==> src/rtl/reg_file_write_arbiter.sv <==
// Round-robin arbiter that shares the register file's single write port between
// NUM_REQ requesters and registers the winning write onto the decoder interface.
module reg_file_write_arbiter #(
  parameter int NUM_REQ = 3,
  parameter int PTR_W   = 2
) (
  input  logic                    clock,
  input  logic                    reset,
  input  logic                    hold,
  input  logic [NUM_REQ-1:0]      req_valid,
  output logic [NUM_REQ-1:0]      req_ready,
  input  logic [2*NUM_REQ-1:0]    req_wr_en,
  input  logic [10*NUM_REQ-1:0]   req_addr,
  input  logic [16*NUM_REQ-1:0]   req_data,
  output logic [1:0]              wr_en,
  output logic [9:0]              wr_addr,
  output logic [15:0]             data_out,
  output logic [PTR_W-1:0]        grant_id,
  output logic                    collision
);

  logic [PTR_W-1:0] rr_ptr_q, rr_ptr_d;
  logic [1:0]       wr_en_q, wr_en_d;
  logic [9:0]       wr_addr_q, wr_addr_d;
  logic [15:0]      data_q, data_d;
  logic [PTR_W-1:0] grant_id_q, grant_id_d;
  logic             collision_q, collision_d;

  logic             grant_found;
  logic [PTR_W-1:0] grant_idx;
  logic [1:0]       sel_wr_en;
  logic [9:0]       sel_addr;
  logic [15:0]      sel_data;
  logic             lane_clash;

  function automatic logic [PTR_W-1:0] wrap_idx(input logic [PTR_W-1:0] base, input int off);
    int sum;
    sum = int'(base) + off;
    return PTR_W'(sum % NUM_REQ);
  endfunction

  // Search begins just after the last winner so every requester gets a turn.
  always_comb begin
    // NOTE: every signal driven here gets a default first so no latch is inferred.
    grant_found = 1'b0;
    grant_idx   = '0;
    if (!reset && !hold) begin
      for (int k = 1; k <= NUM_REQ; k++) begin
        if (!grant_found && req_valid[wrap_idx(rr_ptr_q, k)]) begin
          grant_found = 1'b1;
          grant_idx   = wrap_idx(rr_ptr_q, k);
        end
      end
    end
    req_ready = grant_found ? (NUM_REQ'(1) << grant_idx) : '0;
  end

  always_comb begin
    sel_wr_en  = req_wr_en[2*grant_idx +: 2];
    sel_addr   = req_addr[10*grant_idx +: 10];
    sel_data   = req_data[16*grant_idx +: 16];
    lane_clash = (sel_wr_en == 2'b11) && (sel_addr[4:0] == sel_addr[9:5]);

    rr_ptr_d    = rr_ptr_q;
    wr_en_d     = 2'b00;
    wr_addr_d   = wr_addr_q;
    data_d      = data_q;
    grant_id_d  = grant_id_q;
    collision_d = 1'b0;
    if (grant_found) begin
      rr_ptr_d    = grant_idx;
      // Both lanes hit the same byte: lane1 wins and lane0 is dropped.
      wr_en_d     = lane_clash ? 2'b10 : sel_wr_en;
      wr_addr_d   = sel_addr;
      data_d      = sel_data;
      grant_id_d  = grant_idx;
      collision_d = lane_clash;
    end
  end

  // NOTE: sequential state uses non-blocking assignments so every register samples
  // pre-edge values, independent of statement order.
  always_ff @(posedge clock) begin
    if (reset) begin
      rr_ptr_q    <= PTR_W'(NUM_REQ - 1);
      wr_en_q     <= 2'b00;
      wr_addr_q   <= '0;
      data_q      <= '0;
      grant_id_q  <= '0;
      collision_q <= 1'b0;
    end else begin
      rr_ptr_q    <= rr_ptr_d;
      wr_en_q     <= wr_en_d;
      wr_addr_q   <= wr_addr_d;
      data_q      <= data_d;
      grant_id_q  <= grant_id_d;
      collision_q <= collision_d;
    end
  end

  assign wr_en     = wr_en_q;
  assign wr_addr   = wr_addr_q;
  assign data_out  = data_q;
  assign grant_id  = grant_id_q;
  assign collision = collision_q;

endmodule

==> config.mk <==
export PLATFORM = sky130hd
export DESIGN_NAME = reg_file_write_arbiter
export DESIGN_NICKNAME = d
export VERILOG_FILES = /design/src/rtl/reg_file_write_arbiter.sv
export SDC_FILE = /design/constraint.sdc
export NUM_CORES = 1
export LEC_CHECK = 0
export ABC_CLOCK_PERIOD_IN_PS = 5500
export BUFFER_PORTS_ARGS = -buffer_cell sky130_fd_sc_hd__buf_4
export CAP_MARGIN = 20
export CORE_UTILIZATION = 48
export DETAILED_ROUTE_END_ITERATION = 10
export PLACE_DENSITY = 0.87
export REMOVE_ABC_BUFFERS = 1
export SLEW_MARGIN = 30
export SYNTH_ARGS = -nofsm -noshare
export SYNTH_HDL_FRONTEND = slang
export SYNTH_SLANG_ARGS = --single-unit
==> constraint.sdc <==
create_clock -name clock -period 5.5 [get_ports clock]
set_input_delay 0.55 -clock clock [delete_from_list [all_inputs] [get_ports clock]]
set_output_delay 0.55 -clock clock [all_outputs]
set_load 0.03 [all_outputs]
* Word level (Yosys, flattened, before mapping)
Index checks and enable logic that the tools add are counted.
Word-level totals: bits in registers 33, input bits 90, output and inout port bits 34, word-level logic and storage cells 52
Operators by class: add/subtract/negate cells 3, multiply operators 1, div/mod/pow operators 3, magnitude comparators 3, equal/unequal tests 2, shift operators 4, multiplexer cells 18, bitwise operators 1, reduce and logical (&&, ||, !) cells 10
Operators with widths (number):
- $mod A32 B3 Y32 const B | 3
- $shiftx A48 B7 Y16 | 1
- $shiftx A30 B7 Y10 | 1
- $mux W2 | 5
- $lt A2 B3 Y1 const B | 3
- $mux W1 | 9
- $add A2 B2 Y3 const B | 2
- $bmux W1 S2 | 3
- $shiftx A6 B4 Y2 | 1
- $eq A5 B5 Y1 | 1
- $mul A3 B2 Y5 const A | 1
- $logic_and A1 B1 Y1 | 4
- $logic_not A1 Y1 | 4
- $add A2 B1 Y3 const B | 1
- $mux W3 | 1
- $reduce_or A3 Y1 | 1
- $shl A1 B2 Y3 const A | 1
- $eq A2 B2 Y1 const B | 1
- $reduce_or A2 Y1 | 1
- $not A1 Y1 | 1

* Logic depth before layout (Yosys ltp)
Gate-level depths: netlist (run 1).
depth after elaboration 19, mapped depth 13, gate-level depth less buffers 10

* Worst setup path after synthesis (run 1)
No wires, ideal clock.
kind register -> output, start reg rr_ptr_q[0], end out req_ready[0], data arrival time 2.508 ns, data required time 4.950 ns, path slack 2.442 ns, stages on the path, launching flop included 12, path buffers 4, path through dfxtp_1 inv_1 ha_1 buf_6 a21boi_0 o31ai_1 a221o_1 buf_6 clkbuf_1 clkbuf_1 nand2_1 nor2_1
Between the ends: longest elaborated chain between the ends 16, elaborated cells on any way between the ends 28, classes of those cells add/sub: 3; div: 3; shift: 1; mux: 17; reduce/logical: 4
RTL lines:
- from (decl) | line 22 | logic [PTR_W-1:0] rr_ptr_q, rr_ptr_d;
- from (signal assigned) | line 85 | rr_ptr_q <= PTR_W'(NUM_REQ - 1);
- from (signal assigned) | line 92 | rr_ptr_q <= rr_ptr_d;
- $add A2 B1 Y3 | line 38 | sum = int'(base) + off;
- $mod A32 B3 Y32 | line 39 | return PTR_W'(sum % NUM_REQ);
- $bmux W1 S2 | line 49 | if (!grant_found && req_valid[wrap_idx(rr_ptr_q, k)]) begin
- $mux W1 (not written as such) | line 49
- $mux W1 | line 49
- $mux W1 | line 47 | if (!reset && !hold) begin
- $logic_not A1 Y1 | line 49
- $logic_and A1 B1 Y1 | line 49
- $mux W1 | line 49
- $mux W1 | line 47
- $logic_not A1 Y1 | line 49
- $logic_and A1 B1 Y1 | line 49
- $mux W2 | line 49
- $mux W2 | line 47
- $shl A1 B2 Y3 | line 55 | req_ready = grant_found ? (NUM_REQ'(1) << grant_idx) : '0;
- $mux W3 (*) | line 55
- to (decl) | line 11 | output logic [NUM_REQ-1:0] req_ready,
Every way passes the cells marked *; elsewhere a longest branch is shown, timed or not. The select of a mux whose other input is x is not followed.

* Worst setup path in the final report (run 1)
start reg rr_ptr_q[0], end out req_ready[1]
Same word-level chain as after synthesis.

==> summary.md, run 1 <==
| Metric | Value |
|---|---|
| Final core utilization | 76.06% |
| Register Area | ~640 um^2 |
| CTS clock-pin slew for the worst setup and hold paths | roughly 0.050 ns |
| Primary FF master, synth | dfxtp_1 |
| Top cells by area, synth | dfxtp_1, mux2i_1, a31o_2 |
| Fin Setup TNS | 0 ns |
| Hold-fix buffers, CTS | 0 |
| Psw | around 340 uW |
| Hold slack | roughly 0.46 ns |
| Area used by multi-input combinational logic | around 1400 um^2 |
| Vias per std cell | 5.673 |
| Sequential Power Share | between 30% and 40% |
| CP max-delay cell | ha_1 |
| Number of synthesized flops with an enable pin | 0 |
| Setup bufs post-CTS | 0 |
| Sw Ratio | approximately 38% |
| DP HPWL | 4824 um |
| Largest net degree at the start of global routing | between 50 and 60 |
| Initial core utilization | 51.42% |
| PnR worst setup slack | 2.205 ns |
| Fill cells | roughly 330 |
| First-pass GRT wire length | 8976 um |
| Combinational Power Share | 48.3% |
| Commonest cells in the netlist | dfxtp_1, nor2_1, mux2i_1 |
| Worst setup SP type | register |
| Crit path capture type | output pin |
| Cell taking the most area after synthesis | dfxtp_1 |
| Netlist Area Pre-Place | 2131 um^2 |
| Detail Route Antenna Nets | 0 |
| Clock power frac | around a fifth |
| Ratio of cells with drive above 1 in the final layout | between 40% and 50% |
| CTS Sinks | 32 |
| Crit-path cells | inv_1 > ha_1 > nor2b_1 > o41a_1 > nand2_1 > a21oi_4 > clkbuf_16 > buf_4 |
| Leak | between 1 and 1.5 nW |
| Top-count cell post-synth | dfxtp_1 |
| Post-synth top area share | a little under a third |
| Pwr Total | about 880 uW |
| ANT cells | 0 |
| Min cycle time layout | around 3.3 ns |
| Routability cong. | ~0.84 |
| Ys Warns | 0 |
| I/O Buffers | 123 |
| Worst-margin pin slew | approximately 0.76 ns |
| Nets | between 400 and 500 |
| I/O pin cnt | approximately 120 |
| Post-Place Worst Slack | 1.986 ns |
| Crit Path Class | reg2out |
| Drt pass-1 iters | 4 |
| TritonCTS clock tree | yes |
| Max clock buf depth | 2 |
| #FFs+latches synth | 32 |
| FMAX | between 300 and 400 MHz |
| Met2 usage | a little under half |
| Clock latency on the worst-skew pair | 0.28 ns |
| Die area | about 4700 um^2 |
| Vias in the first global route | 2000 |
| Crit path max fanout | 19 |
| Pint | around 540 uW |
| RSZ-0062 raised after global routing | false |
| GR Util met1 | 29.66% |
| Final setup fails | 0 |
| Period utilization | ~60% |
| Critical path data required time | 4.95 ns |
| Clock Skew | approximately 0.011 ns |
| Fin. max-slew vios | 0 |
| Pwr dens | around 280 nW/um^2 |
| Num CTS Buffers | 5 |
| Sequential share of the synthesized area | roughly 30% |
| Post_cts resized | 0 |
| Antenna violations before repair | 0 |
| Max cap viols | 0 |
| CTS H-tree depth | 2 |
| FP Rows | 23 |
| Grt ovf | 0 |
| GRT Util Overall | 25.47% |
| Post-synth ARST share | 0% |
| Core area | 4144 um^2 |
| Syn Inst Count | 254 |
| Root buffer cell | clkbuf_8 |
| Synthesis-to-layout area growth | 47.92% |
| Met3 usage | about 5.6% |
| Hold Path Class | reg2reg |
| Mapped Avg Cell Area | between 8 and 9 um^2 |
| Via count | ~2300 |
| Die height | between 60 and 70 um |
| VDD IR max | 0.0002059 V |
| Cell variety after synth | 47 |
| Initial drt markers | roughly 170 |
| Outcome | finished clean |
| Horiz. Die Dim | ~70 um |
| Crit path DAT | 2.74 ns |
| DRC Markers | 0 |
| Slew margin rel. | about half |
| Top Usage Layer GRT | met2 |
| CP max stage delay | approximately 0.44 ns |
| WL per Instance | approximately 16 um |
| Final wirelength | between 6000 and 7000 um |
| Final Hold Viols | 0 |
## metal layers
layer	part of all wire (%)	vias to the layer above	routed length [um]
met1	39	1075	2532
li1	-	1163	-
met5	0	-	0
met2	52	89	3416
met4	2.5	0	165
met3	6.1	16	399
## flip-flops by register name, indices dropped and copies added (netlist names)
register / flops
wr_addr: 10
data_out: 16
rr_ptr_q: 2
collision: 1
grant_id: 1
wr_en: 2
## placed cells by master, fill, tap and decap left out, types with 2 or more instances in the layout
cell	Yosys	layout
o21ai_0	8	8
xnor2_1	3	3
nand3b_1	2	2
nor2b_1	3	3
nand2_1	20	20
a31oi_1	8	8
mux2_2	4	4
o2111ai_1	6	5
nor2_1	28	28
a31o_2	18	18
nor3_1	4	4
a211oi_1	16	16
nor3b_1	3	3
a21o_1	2	2
dfxtp_1	32	32
buf_4	3	123
ha_1	2	2
nand3_1	13	13
inv_1	7	7
clkbuf_8	0	5
o31ai_1	2	2
mux2i_1	21	21
a21boi_0	6	6
a21oi_1	3	3
## area by class of cell
cell class              count  area share, %
repair buffers            125          30.96
clock inverters             1         0.1588
inverters                   8         0.9528
well taps                  50          1.985
clock buffers               6          2.303
flip-flops and latches     32          20.33
multi-input cells         191          43.31
## power by group through the flow
stage	registers (mW)	clock network, mW	logic (mW)
after CTS	0.287	0.167	0.418
after detailed placement	0.292	0	0.416
after global routing	0.291	0.180	0.453
final	0.288	0.165	0.423
after global placement	0.290	0	0.402
after floorplan	0.356	0	0.193
## stage by stage
step                cell area, um^2  instances
CTS                            3117        412
floorplan                      2007        231
detailed placement             3039        405
finish                         3152        413
global placement               3012        404
global route                   3152        413
## critical path: cells and delay by family, from the launching register on
family                     cells  cell delay, ns
buffers and inverters          3            0.54
AOI/OAI and AO/OA              2            0.76
DFF                            1            0.39
and+or+nand+nor                2            0.35
adders and majority gates      1            0.44
## kinds of logic (layout without fill, tap and decap cells)
group | Yosys count | count (layout) | share of synthesized area, %
buffers and inverters | 31 | 140 | 7.222
flip-flops | 32 | 32 | 30.06
multiplexers | 27 | 27 | 13.21
AND/OR/NAND/NOR | 78 | 78 | 17.20
AO/OA/AOI/OAI | 79 | 79 | 29.01
adder cells (fa/ha/maj) | 3 | 3 | 1.644
XOR/XNOR | 4 | 4 | 1.644
## path summary, 6_finish.rpt
| check | from | endpoint | slack [ns] | cells past startpoint |
|---|---|---|---|---|
| max | rr_ptr_q[0]$_SDFFE_PP0P_ | req_ready[1] | 2.21 | 8 |
| min | grant_id[1]$_SDFFE_PP0P_ | grant_id[1]$_SDFFE_PP0P_ | 0.46 | 2 |
| max reg2reg | rr_ptr_q[0]$_SDFFE_PP0P_ | wr_en[0]$_SDFF_PP0_ | 2.21 | 10 |
| min reg2reg | grant_id[1]$_SDFFE_PP0P_ | grant_id[1]$_SDFFE_PP0P_ | 0.46 | 2 |
Power figures use the tool's default switching activity.
==> inputs of run 2 (changes only) <==
- ABC_CLOCK_PERIOD_IN_PS: 5500 -> 3000
- CORE_UTILIZATION: 48 -> 40
- PLACE_DENSITY: 0.87 -> 0.77
- clock period: 5.5 -> 3 ns (I/O delays scaled with it)
==> summary.md, run 2 (synthesis gave the netlist of run 1 again) <==
| Metric | Value |
|---|---|
| Num CTS Buffers | 5 (unchanged) |
| PnR worst setup slack | 0.1418 ns (-2.064 ns) |
| Die height | 74.99 um (+9.3%) |
| DP HPWL | 4634 um (-3.9%) |
| Most common cell after layout, fill and taps aside | buf_4 |
| Synthesis-to-layout area growth | 53.20% |
| Max FFs per register | 16 (unchanged) |
| Die area | 5623 um^2 (+19%) |
| I/O pin cnt | 124 (unchanged) |
| Initial core utilization | 41.72% (-9.7 points) |
| Root buffer cell | clkbuf_8 |
| Core area | 5107 um^2 (+23%) |
| FP Rows | 26 (+13%) |
| Hold-fix buffers, CTS | 0 (unchanged) |
| Initial drt markers | 80 (-53%) |
| Fin Setup TNS | 0 ns (unchanged) |
| Vias in the first global route | 2062 (+3.1%) |
| Detail Route Antenna Nets | 0 (unchanged) |
| Nets | 466 (+2.4%) |
| GRT Util Overall | 21.00% (-4.5 points) |
| Horiz. Die Dim | 74.99 um (+9.3%) |
| Crit Path Class | reg2reg |
| Clock latency on the worst-skew pair | 0.28 ns (about the same) |
| Period utilization | between 90 and 100% |
| Hold slack | 0.3061 ns (-0.1551 ns) |
| WL per Instance | 13.94 um (-12%) |
| Pwr dens | 529.4 nW/um^2 (+91%) |
| Final wirelength | 6204 um (-4.8%) |
| Hold Path Class | in2reg |
| VDD IR max | 0.0003077 V (+49%) |
| Slew margin rel. | 48.75% (-0.38 points) |
| Worst reg-to-reg setup slack | 0.14 ns (-2.06 ns) |
| Clock Skew | 0.003614 ns (-0.007487 ns) |
| Crit path max fanout | 8 (-11) |
| ANT cells | 0 (unchanged) |
| TritonCTS clock tree | yes |
| Crit path DAT | 3.03 ns (+0.29 ns) |
| Drt pass-1 iters | 4 (unchanged) |
| Worst-margin pin slew | 0.7640 ns (+0.005716 ns) |
| Max clock buf depth | 2 (unchanged) |
| Min cycle time layout | roughly 2.9 ns |
| Final non-filler cell area | 3264 um^2 (+3.6%) |
| Max cap viols | 0 (unchanged) |
| Final Hold Viols | 0 (unchanged) |
| First-pass GRT wire length | 9114 um (+1.5%) |
| Grt ovf | 0 (unchanged) |
| Via count | 2361 (+0.77%) |
| Largest net degree at the start of global routing | 50 (-5.7%) |
| CTS Sinks | 32 (unchanged) |
| DRC Markers | 0 (unchanged) |
| Fin. max-slew vios | 0 (unchanged) |
| Post-placement cell area | 3119 um^2 (+2.6%) |
| Final setup fails | 0 (unchanged) |
| Worst setup SP type | register |
| Reg2reg path depth | 11 (+1) |
| Outcome | finished clean |
| Crit path capture type | register |
| Critical path data required time | 3.18 ns (-1.77 ns) |
| Most frequent cells in the layout | buf_4, dfxtp_1, nor2_1, mux2i_1, nand2_1 |
| Leak | 1.498 nW (+2.4%) |
| FMAX | 349.9 MHz |
| CTS clock-pin slew for the worst setup and hold paths | 0.07 ns (+0.02 ns) |
| I/O Buffers | 123 (unchanged) |
| Ratio of cells with drive above 1 in the final layout | 48.00% (+3.6 points) |
| Routability cong. | 0.7276 (-13%) |
| Antenna violations before repair | 0 (unchanged) |
| Vias per std cell | 5.306 (-6.5%) |
| Post-Place Worst Slack | 0.04490 ns (-1.941 ns) |
| Pwr Total | 1.728 mW (+97%) |
| Hold Path Stages | 3 (+1) |
| RSZ-0062 raised after global routing | false |
| CTS H-tree depth | 2 (unchanged) |
run 2: cell count changes in the layout (fill, tap and decap cells not counted), sizes merged:
cell    previous run  this run
clkbuf             7         6
bufinv             0         1
buf              124       136
run 2: power breakdown:
group	switching [mW]	internal, mW
Combinational	0.439	0.358
Clock	0.159	0.246
Sequential	0.0355	0.491
run 2: worst paths after layout:
kind                             from                       end
max          rr_ptr_q[0]$_SDFFE_PP0P_       wr_en[0]$_SDFF_PP0_
min                      req_wr_en[5]       wr_en[1]$_SDFF_PP0_
min reg2reg  grant_id[1]$_SDFFE_PP0P_  grant_id[1]$_SDFFE_PP0P_
max reg2reg  rr_ptr_q[0]$_SDFFE_PP0P_       wr_en[0]$_SDFF_PP0_
run 2: area by class of cell:
type | instances | area (um^2)
clock inverter | 2 | 35.03
clock buffer | 6 | 72.57
sequential | 32 | 641.9
inverter | 8 | 30.03
fill | 475 | 1843
timing repair buffer | 136 | 1018
multi-input combinational | 191 | 1379
tap | 70 | 87.58
run 2: through the flow:
stage	utilization, %	instances
2_1_floorplan	-	231
3_3_place_gp	61.07	435
3_5_place_dp	61.07	435
4_1_cts	63.18	443
5_1_grt	63.91	445
6_report	63.91	445
run 2: critical path: stages, from the launching register on:
cell      delay [ns]
dfxtp_2         0.35
inv_1           0.05
ha_2            0.31
nor4b_2         0.29
o31ai_1         0.12
a221o_2         0.46
buf_2           0.20
buf_4           0.17
mux2i_1         0.11
o21ai_0         0.32
nand3b_1        0.16
o211a_1         0.22
run 2: routing by layer:
| metal | share of wire [%] | global-route usage (%) |
|---|---|---|
| met1 | 42 | 24.40 |
| met2 | 51 | 38.54 |
| met3 | 6.3 | 4.953 |
| met4 | 0.93 | 5.451 |
| met5 | 0 | 0 |
run 2: timing repair:
item / CTS / global route
buffers inserted: 0 / 2
resized for setup: 0 / 9
endpoints found under the setup margin: 0 / 15
